`config.mk`:
```
export PLATFORM = sky130hd
export DESIGN_NAME = sequencer_fsm_param
export DESIGN_NICKNAME = d
export VERILOG_FILES = /design/src/rtl/sequencer_fsm_param.sv
export SDC_FILE = /design/constraint.sdc
export NUM_CORES = 1
export LEC_CHECK = 0
export CAP_MARGIN = 20
export CORE_AREA = 2 2 317 162
export CTS_BUF_LIST = sky130_fd_sc_hd__clkbuf_2
export DETAILED_ROUTE_END_ITERATION = 8
export DIE_AREA = 0 0 319 164
export PLACE_DENSITY_LB_ADDON = 0.2
export SYNTH_ARGS = -nofsm -noshare
export SYNTH_HDL_FRONTEND = slang
export SYNTH_SLANG_ARGS = --single-unit
export TNS_END_PERCENT = 10
```
`constraint.sdc`:
```
create_clock -name clk -period 4.2 [get_ports clk]
set_input_delay 0.84 -clock clk [delete_from_list [all_inputs] [get_ports clk]]
set_output_delay 0.84 -clock clk [all_outputs]
set_load 0.01 [all_outputs]
```
`src/rtl/sequencer_fsm_param.sv`:
```
// LUT-driven panel sequencer: steps through programmable entries (state, dwell, repeats, flags), with looping and trigger gating.
// Latency: the first entry is visible two cycles after start_i; each entry change adds a one-cycle fetch bubble.
// No backpressure: a LUT write while running is dropped and flagged on lut_wr_err_o; abort_i wins over trigger, dwell and done.
module sequencer_fsm_param #(
    parameter int STATE_W   = 3,
    parameter int ADDR_W    = 4,
    parameter int RPT_W     = 8,
    parameter int LEN_W     = 16,
    parameter int FRM_W     = 8,
    parameter int IDLE_CODE = 1,
    parameter int ENTRY_W   = STATE_W + RPT_W + LEN_W + 3
) (
    input  logic                    clk,
    input  logic                    reset_n_i,
    input  logic                    lut_wen_i,
    input  logic [ADDR_W-1:0]       lut_waddr_i,
    input  logic [ENTRY_W-1:0]      lut_wdata_i,
    input  logic                    lut_rden_i,
    input  logic [ADDR_W-1:0]       lut_raddr_i,
    output logic [ENTRY_W-1:0]      lut_rdata_o,
    input  logic                    start_i,
    input  logic                    abort_i,
    input  logic                    trig_i,
    input  logic [FRM_W-1:0]        frames_i,
    input  logic [ADDR_W-1:0]       loop_addr_i,
    output logic                    busy_o,
    output logic                    sequence_done_o,
    output logic                    lut_wr_err_o,
    output logic                    lut_err_o,
    output logic [STATE_W-1:0]      current_state_o,
    output logic [2**STATE_W-1:0]   state_onehot_o,
    output logic [RPT_W-1:0]        current_repeat_count_o,
    output logic [LEN_W-1:0]        current_data_length_o,
    output logic                    current_eof_o,
    output logic                    current_sof_o,
    output logic [FRM_W-1:0]        frame_cnt_o
);

    localparam int DEPTH    = 2**ADDR_W;
    localparam int ONEHOT_W = 2**STATE_W;
    localparam int OFS_RPT  = STATE_W;
    localparam int OFS_LEN  = STATE_W + RPT_W;
    localparam int OFS_FLG  = STATE_W + RPT_W + LEN_W;
    localparam logic [STATE_W-1:0]  IDLE_S  = STATE_W'(IDLE_CODE);
    localparam logic [ONEHOT_W-1:0] IDLE_OH = ONEHOT_W'(1) << IDLE_CODE;

    typedef enum logic [2:0] {S_IDLE, S_FETCH, S_WAIT_TRIG, S_DWELL, S_DONE} state_t;
    state_t r_fsm, w_fsm_nxt;

    logic [ENTRY_W-1:0]  r_mem [DEPTH];
    logic [ENTRY_W-1:0]  r_rdata;
    logic [ADDR_W-1:0]   r_addr;
    logic [FRM_W-1:0]    r_frame_cnt;
    logic [LEN_W-1:0]    r_len_cnt;
    logic [LEN_W-1:0]    r_len;
    logic [RPT_W-1:0]    r_rpt;
    logic [STATE_W-1:0]  r_cur_state;
    logic [ONEHOT_W-1:0] r_onehot;
    logic                r_eof, r_sof, r_busy, r_done, r_wr_err, r_lut_err;

    logic [ENTRY_W-1:0]  w_ent;
    logic [RPT_W-1:0]    w_ent_rpt;
    logic [LEN_W-1:0]    w_ent_len;
    logic                w_dwell_last, w_last_frame;

    assign w_ent        = r_mem[r_addr];
    assign w_ent_rpt    = (w_ent[OFS_RPT +: RPT_W] == '0) ? RPT_W'(1) : w_ent[OFS_RPT +: RPT_W];
    assign w_ent_len    = (w_ent[OFS_LEN +: LEN_W] == '0) ? LEN_W'(1) : w_ent[OFS_LEN +: LEN_W];
    assign w_dwell_last = (r_len_cnt == LEN_W'(1)) && (r_rpt == RPT_W'(1));
    // frames_i is sampled live at each EOF; a count that wraps to 0 never matches a nonzero target
    assign w_last_frame = r_eof && (frames_i != '0) && ((r_frame_cnt + FRM_W'(1)) == frames_i);

    always_comb begin
        w_fsm_nxt = r_fsm;
        case (r_fsm)
            S_IDLE:      if (start_i) w_fsm_nxt = S_FETCH;
            S_FETCH:     w_fsm_nxt = w_ent[OFS_FLG] ? S_WAIT_TRIG : S_DWELL;
            S_WAIT_TRIG: if (trig_i) w_fsm_nxt = S_DWELL;
            S_DWELL:     if (w_dwell_last) w_fsm_nxt = w_last_frame ? S_DONE : S_FETCH;
            S_DONE:      w_fsm_nxt = S_IDLE;
            default:     w_fsm_nxt = S_IDLE;
        endcase
        if (abort_i && (r_fsm != S_IDLE)) w_fsm_nxt = S_IDLE;
    end

    always_ff @(posedge clk or negedge reset_n_i) begin
        if (!reset_n_i) r_fsm <= S_IDLE;
        else            r_fsm <= w_fsm_nxt;
    end

    // LUT storage is deliberately not reset
    always_ff @(posedge clk) begin
        if (lut_wen_i && (r_fsm == S_IDLE)) r_mem[lut_waddr_i] <= lut_wdata_i;
    end

    always_ff @(posedge clk or negedge reset_n_i) begin
        if (!reset_n_i) begin
            r_rdata     <= '0;
            r_addr      <= '0;
            r_frame_cnt <= '0;
            r_len_cnt   <= '0;
            r_len       <= '0;
            r_rpt       <= '0;
            r_cur_state <= IDLE_S;
            r_onehot    <= IDLE_OH;
            r_eof       <= 1'b0;
            r_sof       <= 1'b0;
            r_busy      <= 1'b0;
            r_done      <= 1'b0;
            r_wr_err    <= 1'b0;
            r_lut_err   <= 1'b0;
        end else begin
            r_wr_err <= lut_wen_i && (r_fsm != S_IDLE);
            r_done   <= (w_fsm_nxt == S_DONE);
            r_busy   <= (w_fsm_nxt != S_IDLE);
            if (lut_rden_i) r_rdata <= r_mem[lut_raddr_i];
            if ((r_fsm == S_IDLE) && start_i) begin
                r_addr      <= '0;
                r_frame_cnt <= '0;
                r_lut_err   <= 1'b0;
            end
            if ((r_fsm != S_IDLE) && (w_fsm_nxt == S_IDLE)) begin
                r_cur_state <= IDLE_S;
                r_onehot    <= IDLE_OH;
                r_len_cnt   <= '0;
                r_len       <= '0;
                r_rpt       <= '0;
                r_eof       <= 1'b0;
                r_sof       <= 1'b0;
            end else if (r_fsm == S_FETCH) begin
                r_cur_state <= w_ent[STATE_W-1:0];
                r_onehot    <= ONEHOT_W'(1) << w_ent[STATE_W-1:0];
                r_len_cnt   <= w_ent_len;
                r_len       <= w_ent_len;
                r_rpt       <= w_ent_rpt;
                r_eof       <= w_ent[OFS_FLG+1];
                r_sof       <= w_ent[OFS_FLG+2];
            end else if (r_fsm == S_DWELL) begin
                if (r_len_cnt != LEN_W'(1)) begin
                    r_len_cnt <= r_len_cnt - LEN_W'(1);
                end else if (r_rpt != RPT_W'(1)) begin
                    r_rpt     <= r_rpt - RPT_W'(1);
                    r_len_cnt <= r_len;
                end else if (r_eof) begin
                    if (r_frame_cnt != '1) r_frame_cnt <= r_frame_cnt + FRM_W'(1);
                    if (!w_last_frame) r_addr <= loop_addr_i;
                end else begin
                    r_addr <= r_addr + ADDR_W'(1);
                    if (r_addr == '1) r_lut_err <= 1'b1;
                end
            end
        end
    end

    assign lut_rdata_o            = r_rdata;
    assign busy_o                 = r_busy;
    assign sequence_done_o        = r_done;
    assign lut_wr_err_o           = r_wr_err;
    assign lut_err_o              = r_lut_err;
    assign current_state_o        = r_cur_state;
    assign state_onehot_o         = r_onehot;
    assign current_repeat_count_o = r_rpt;
    assign current_data_length_o  = r_len;
    assign current_eof_o          = r_eof;
    assign current_sof_o          = r_sof;
    assign frame_cnt_o            = r_frame_cnt;

endmodule

```
# [Yosys cells after proc, flatten, opt, wreduce, memory -nomap -nowiden]
# Memories as Yosys holds them, arrays and structs flattened. A register that Yosys moved wholly into a read port is not among the register bits.
# Index checks and enable logic that the tools add are counted.
[op_classes] n_addsub=4 eq_ne=12 shifts=1 mux=55 n_reduce_logical=22
[ops] operator="$mux W16" count=8
[ops] operator="$mux W8" count=16
[ops] operator="$mux W4" count=8
[ops] operator="$mux W3" count=7
[ops] operator="$eq A16 B1 Y1 const B" count=1
[ops] operator="$logic_not A16 Y1" count=1
[ops] operator="$ne A16 B1 Y1 const B" count=1
[ops] operator="$sub A16 B1 Y16 const B" count=1
[ops] operator="$mux W1" count=15
[ops] operator="$pmux W3 S4" count=1
[ops] operator="$reduce_bool A3 Y1" count=4
[ops] operator="$add A8 B1 Y8 const B" count=1
[ops] operator="$eq A8 B1 Y1 const B" count=1
[ops] operator="$eq A8 B8 Y1" count=1
[ops] operator="$logic_and A1 B1 Y1" count=8
[ops] operator="$logic_not A8 Y1" count=1
[ops] operator="$ne A8 B1 Y1 const B" count=1
[ops] operator="$ne A8 B8 Y1 const B" count=1
[ops] operator="$reduce_bool A8 Y1" count=1
[ops] operator="$shl A1 B3 Y8 const A" count=1
[ops] operator="$sub A8 B1 Y8 const B" count=1
[ops] operator="$eq A3 B2 Y1 const B" count=2
[ops] operator="$logic_not A3 Y1" count=2
[ops] operator="$add A4 B1 Y4 const B" count=1
[ops] operator="9 further kinds" count=9
[totals] register_bits=72 ramBits=480 in_bits=57 output_inout_bits=79 word_cells=109 mem_count=1
[memory_table] name="r_mem" words=16 width=30 read_ports=2 rd_ports_with_merged_regs=1 wr=1 line="50" source="logic [ENTRY_W-1:0] r_mem [DEPTH];"

# [Logic depth before layout (Yosys ltp)]
[depth] depth_word=11 depth_mapped=12 depth_no_buf=9

# [Worst setup path after synthesis]
# Ideal clock, no wire load.
[synth_path] path_type="reg-to-reg" startpoint="reg r_fsm[1]" endpoint="mem r_mem[0][0] (netlist name), enable pin" setup_ns=0.455 arrival_time_ns=3.469 required_time_ns=3.745 slack_ns=0.276 path_stages_with_launch=6 path_buffers=0 synth_period_minus_slack_ns=3.924 cell_sequence="dfrtp_1 -> or2_2 -> nor2_1 -> nand2_1 -> or3_1 -> nor3_1"
[synth_via] elab_chain_cells=4
[synth_lines] item="start: declaration" line="48" source="state_t r_fsm, w_fsm_nxt;"
[synth_lines] item="start signal: assignment" line="88" source="else r_fsm <= w_fsm_nxt;"
[synth_lines] item="$logic_not A3 Y1" line="93" source="if (lut_wen_i && (r_fsm == S_IDLE)) r_mem[lut_waddr_i] <= lut_wdata_i;"
[synth_lines] item="$logic_and A1 B1 Y1" line="93"
[synth_lines] item="$mux W1" line="93"
[synth_lines] item="$mux W1 (implied by the code)" line="93"
[synth_lines] item="end: declaration" line="50"
# No other way between the ends.

# [Worst setup path in the final report]
[layout_path] startpoint="reg r_addr[0]" endpoint="reg r_len_cnt[5]"
[layout_via] elab_chain_cells=8 elab_cells_between_ends=13 classes_between="mux: 6; reduce/logical: 6; memory: 1"
[layout_lines] item="start: declaration" line="52" source="logic [ADDR_W-1:0] r_addr;"
[layout_lines] item="start signal: assignment" line="146" source="if (!w_last_frame) r_addr <= loop_addr_i;"
[layout_lines] item="start signal: assignment" line="148" source="r_addr <= r_addr + ADDR_W'(1);"
[layout_lines] item="$mem_v2 Z16 W30 *"
[layout_lines] item="$mux W1" line="77" source="S_FETCH: w_fsm_nxt = w_ent[OFS_FLG] ? S_WAIT_TRIG : S_DWELL;"
[layout_lines] item="$pmux W3 S4" line="75" source="case (r_fsm)"
[layout_lines] item="$mux W3" line="83" source="if (abort_i && (r_fsm != S_IDLE)) w_fsm_nxt = S_IDLE;"
[layout_lines] item="$logic_not A3 Y1" line="122" source="if ((r_fsm != S_IDLE) && (w_fsm_nxt == S_IDLE)) begin"
[layout_lines] item="$logic_and A1 B1 Y1" line="122"
[layout_lines] item="$reduce_bool A4 Y1 (no source line) or $reduce_bool A3 Y1 (tied branches)"
[layout_lines] item="$reduce_and A2 Y1 (no source line)"
[layout_lines] item="end signal: assignment" line="133" source="r_len_cnt <= w_ent_len;"
[layout_lines] item="end signal: assignment" line="140" source="r_len_cnt <= r_len_cnt - LEN_W'(1);"
[layout_lines] item="end signal: assignment" line="143" source="r_len_cnt <= r_len;"
[layout_lines] item="end: declaration" line="54" source="logic [LEN_W-1:0] r_len_cnt;"
# Mark *: on every way between the ends. The rest lies on a longest branch, timed or not.
# A chain may end at the register's enable or synchronous reset.

==> results.txt <==
----------------------------------------------------
[Route]
  Routed length on met3 ... 10860 um
  Average via count per standard cell ... 6.628
  Metal2 WL ... 32320 um
  Number of vias in the routed layout ... 16500
  TritonRoute pass-1 iters ... 7
  Met1 routed wirelength after detailed routing ... 31100 um
  Total wire length ... 75570 um
  Count of antenna-violating nets left after detailed routing ... 0
  Top sig layer ... met4
  Routed length per instance ... 30.35 um
  DRC violation count after routing ... 0
  Number of DRC markers in iteration 0 ... 2356

[Placement]
  Input/output buffers ... 135
  Placed wire-length estimate after detailed placement ... 44660 um
  Final Wtd Congestion ... 0.8908

[Clock network]
  TritonCTS sink count ... 582
  Clock-pin transition on the worst setup and hold timing paths ... 130 ps
  Post-CTS setup buffers ... 0
  CTS tree ... built
  Num CTS Buffers ... 133
  Total number of H-tree levels ... 4
  Library cell used as clock root buffer ... sky130_fd_sc_hd__clkbuf_2
  Worst-Skew Late Latency ... 1140 ps
  Worst-case clock buffer depth ... 3

[Die]
  I/O pins ... 136
  Die Y-Extent ... 164 um
  Die area ... 52320 um2
  Number of standard-cell rows in the floorplan ... 58
  Initial core utilization ... 54.34%
  Chip Width ... 319 um
  Area of the placeable core ... 49640 um2

[Setup path]
  Launching instance or port of the critical path ... r_addr[0]$_DFF_PN0_
  Critical-path maximum fanout ... 38
  Crit path launch type ... flop
  Source of the worst register-to-register timing path ... r_addr[0]$_DFF_PN0_
  Crit Path Class ... flop to flop
  Setup slack of the most critical reg-to-reg path ... 680 ps
  Last element of the critical path ... r_len_cnt[5]$_DFFE_PN0P_
  Reg-to-Reg End ... r_len_cnt[5]$_DFFE_PN0P_
  Cell type of the slowest stage on the worst timing path ... sky130_fd_sc_hd__dfrtp_4
  Required time of the worst setup path ... 5240 ps
  R2R depth ... 9
  Endpoint class of the critical path ... flop
  Maximum single-stage delay on the critical path ... 930 ps
  Critical Path Most Common Cell ... sky130_fd_sc_hd__o21ai_0
  Data arrival time of the worst path ... 4550 ps
  Cell-by-cell listing of the critical path ... buf_12 > mux2i_1 > a221oi_1 > o21ai_0 > a21oi_1 > o21ai_0 > buf_4 > a211oi_1 > a21o_1

[Global route]
  Antenna violations before repair ... 2
  Sum of overflow across all layers after global routing ... 0
  Via count of the first global-routing pass ... 16440
  Maximum number of pins on one net before global-route repair ... 53
  Overall track demand over capacity in global routing ... 29.75%
  Global-route wire length before repair ... 110500 um

[Worst hold path]
  Worst hold-check path type ... input port to async pin

[Power]
  Switch share ... 30.26%
  Relative contribution of sequential cells to total power ... 52.0%
  Largest voltage drop on the vdd net ... 0.2428 mV
  PD cells ... 436.3 nW/um2
  Pint ... 9.346 mW
  Overall power ... 13.40 mW
  Switching power total ... 4.056 mW
  Reported leakage power ... 10.22 nW
  Fraction of power consumed by the clock network ... 29.3%
  Combinational Power Share ... 18.6%

[Timing]
  Final setup vio count ... 0
  Setup TNS after final layout ... 0 ps
  Crit path time final ... 3516 ps
  Worst hold margin ... 299.2 ps
  Count of endpoints failing hold in the final timing report ... 0
  Top achievable clock speed ... 0.2844 GHz
  Worst slew margin ... 35.98%
  Crit share post-route ... 83.71%
  Setup repair after global routing missed its margin ... no
  Actual transition at the worst max-transition pin ... 956.7 ps
  Max Clock Skew ... 84.31 ps
  Max-slew violations ... 0

[Layout]
  Multi-input combinational cell area ... 9663 um2
  Layout overhead on the synthesized area ... 13.88%
  Storage cell area ... 16980 um2
  Filler cells ... 3625
  Proportion of layout cells with a drive suffix above 1 ... 33.37%
  Final Net Count ... 1788
  Final standard cell utilization of the core ... 61.88%

[Job]
  Maxcap violations ... 0

[Logic synthesis]
  Leading cell type by number of instances after synthesis ... sky130_fd_sc_hd__edfxtp_1
  Area of the mapped netlist ... 26970 um2
  Synth top area cells ... sky130_fd_sc_hd__edfxtp_1 (53%), sky130_fd_sc_hd__mux4_2 (23%), sky130_fd_sc_hd__dfrtp_1 (9.3%)
  Mean instance size in the synthesized netlist ... 18.02 um2
  Yosys warning count ... 0
  Synthesized netlist net count ... 1560
  Cells after Synth ... 1497
  Fraction of synthesized cell area taken by the top area cell type ... 53.44%
  Synth cell count leaders ... sky130_fd_sc_hd__edfxtp_1 (480), sky130_fd_sc_hd__mux4_2 (270), sky130_fd_sc_hd__dfrtp_1 (100)
  Number of flops mapped to enable cells by yosys ... 480
  Post-synth ARST share ... 17.53%
  Most used DFF post-synth ... sky130_fd_sc_hd__edfxtp_1
  Count of unique library cells instantiated by Yosys ... 62
  Sequential element share of the synthesized area ... 62.91%
  Number of flip-flops and latches in the synthesized netlist ... 582
  Dominant cell type by area after synthesis ... sky130_fd_sc_hd__edfxtp_1

[Status]
  Status ... finished clean

----------------------------------------------------
registers in the layout (all words and copies together), names as in the netlist:
register / cells
busy_o: 1
current_data_length_o: 16
current_eof_o: 1
current_repeat_count_o: 8
current_sof_o: 1
current_state_o: 3
frame_cnt_o: 8
lut_err_o: 1
lut_rdata_o: 30
lut_wr_err_o: 1
r_addr: 4
r_fsm: 3
r_len_cnt: 16
r_mem: 480
sequence_done_o: 1
state_onehot_o: 8
power groups by stage:
stage | registers (mW) | logic (mW) | clock network, mW
3_5_place_dp | 7.08 | 2.46 | 0
3_3_place_gp | 7.07 | 2.42 | 0
6_report | 6.97 | 2.50 | 3.93
5_1_grt | 7.01 | 2.68 | 4.32
2_1_floorplan | 7.05 | 1.31 | 0
4_1_cts | 6.95 | 2.48 | 4.00
critical path: cells and delay by family, from the launching register on:
family / cells / cell delay (ps)
AOI/OAI and AO/OA: 6 / 1730
buffers and inverters: 2 / 560
DFF: 1 / 930
muxes: 1 / 130
what timing repair did:
item,in CTS,in global routing
resized for setup,0,0
hold buffers,1,0
hold endpoints to repair,38,0
area by class of cell:
class | instances | area share [%]
Clock inverter | 45 | 1.088
Timing Repair Buffer | 194 | 6.163
Clock buffer | 193 | 3.145
Multi-Input combinational cell | 800 | 31.46
Inverter | 14 | 0.1711
Sequential cell | 582 | 55.27
Tap cell | 660 | 2.688
Antenna cell | 2 | 0.01629
through the flow:
| stage | area [um2] | instances | worst slack (ps) |
|---|---|---|---|
| finish | 30720 | 2490 | 684.4 |
| detailed placement | 29400 | 2249 | 817.7 |
| global placement | 29400 | 2249 | 860.2 |
| global route | 30720 | 2490 | 440.1 |
| CTS | 30710 | 2488 | 745.4 |
| floorplan | 26970 | 1497 | 275.8 |
cells in the final DEF, fill, tap and decap left out, drive strengths merged, types with 6 or more instances in the layout:
master         synthesis  layout
buf                   39      63
ha                     6       6
nor2b                  9       9
mux2i                 42      42
nand3                 11      11
inv                   14      18
or2                    7       7
a21o                  13      13
nor3b                  7       7
a31oi                  6       6
dfrtp                100     100
a221oi                14      14
nand2                 56      56
nor4                   9       9
xor2                  11      11
clkinv                 0      35
a21oi                 39      39
mux4                 270     270
nor3                  20      20
mux2                  31      31
edfxtp               480     480
or3                    8       8
xnor2                 13      13
a211oi                12      12
clkbuf                62     194
nand2b                 9       9
nor2                  82      82
bufinv                 0       6
clkdlybuf4s50          0     129
o21ai                 57      57
o21a                   7       7
logic make-up (layout without fill, tap and decap cells):
kind of cell	Yosys count	in the layout	synth area share, %
adders and majority gates	6	6	0.2783
and+or+nand+nor	240	240	4.282
other	0	2	0
buffers and inverters	115	446	1.712
xor gates and xnor gates	25	25	0.8628
DFF	582	582	62.91
muxes	343	343	25.40
AOI/OAI and AO/OA	186	186	4.556
routing by layer:
metal | global-route usage (%) | vias to the layer above
met5 | 0 | -
met4 | 7.290 | 0
met3 | 12.50 | 125
met2 | 41.18 | 1177
met1 | 43.90 | 8433
li1 | - | 6768
worst min path at each step:
stage | slack (ps) | cells after the start | endpoint
3_5_place_dp | 480 | 2 | state_onehot_o[6]$_DFFE_PN0P_
6_report | 300 | 2 | lut_rdata_o[19]$_DFFE_PN0P_
2_1_floorplan | 460 | 2 | r_len_cnt[14]$_DFFE_PN0P_
4_1_cts | 220 | 2 | lut_rdata_o[21]$_DFFE_PN0P_
5_1_grt | 250 | 2 | lut_wr_err_o$_DFF_PN0_
3_3_place_gp | 470 | 2 | state_onehot_o[0]$_DFFE_PN0P_
No activity file was read; power rests on OpenSTA's default activity.
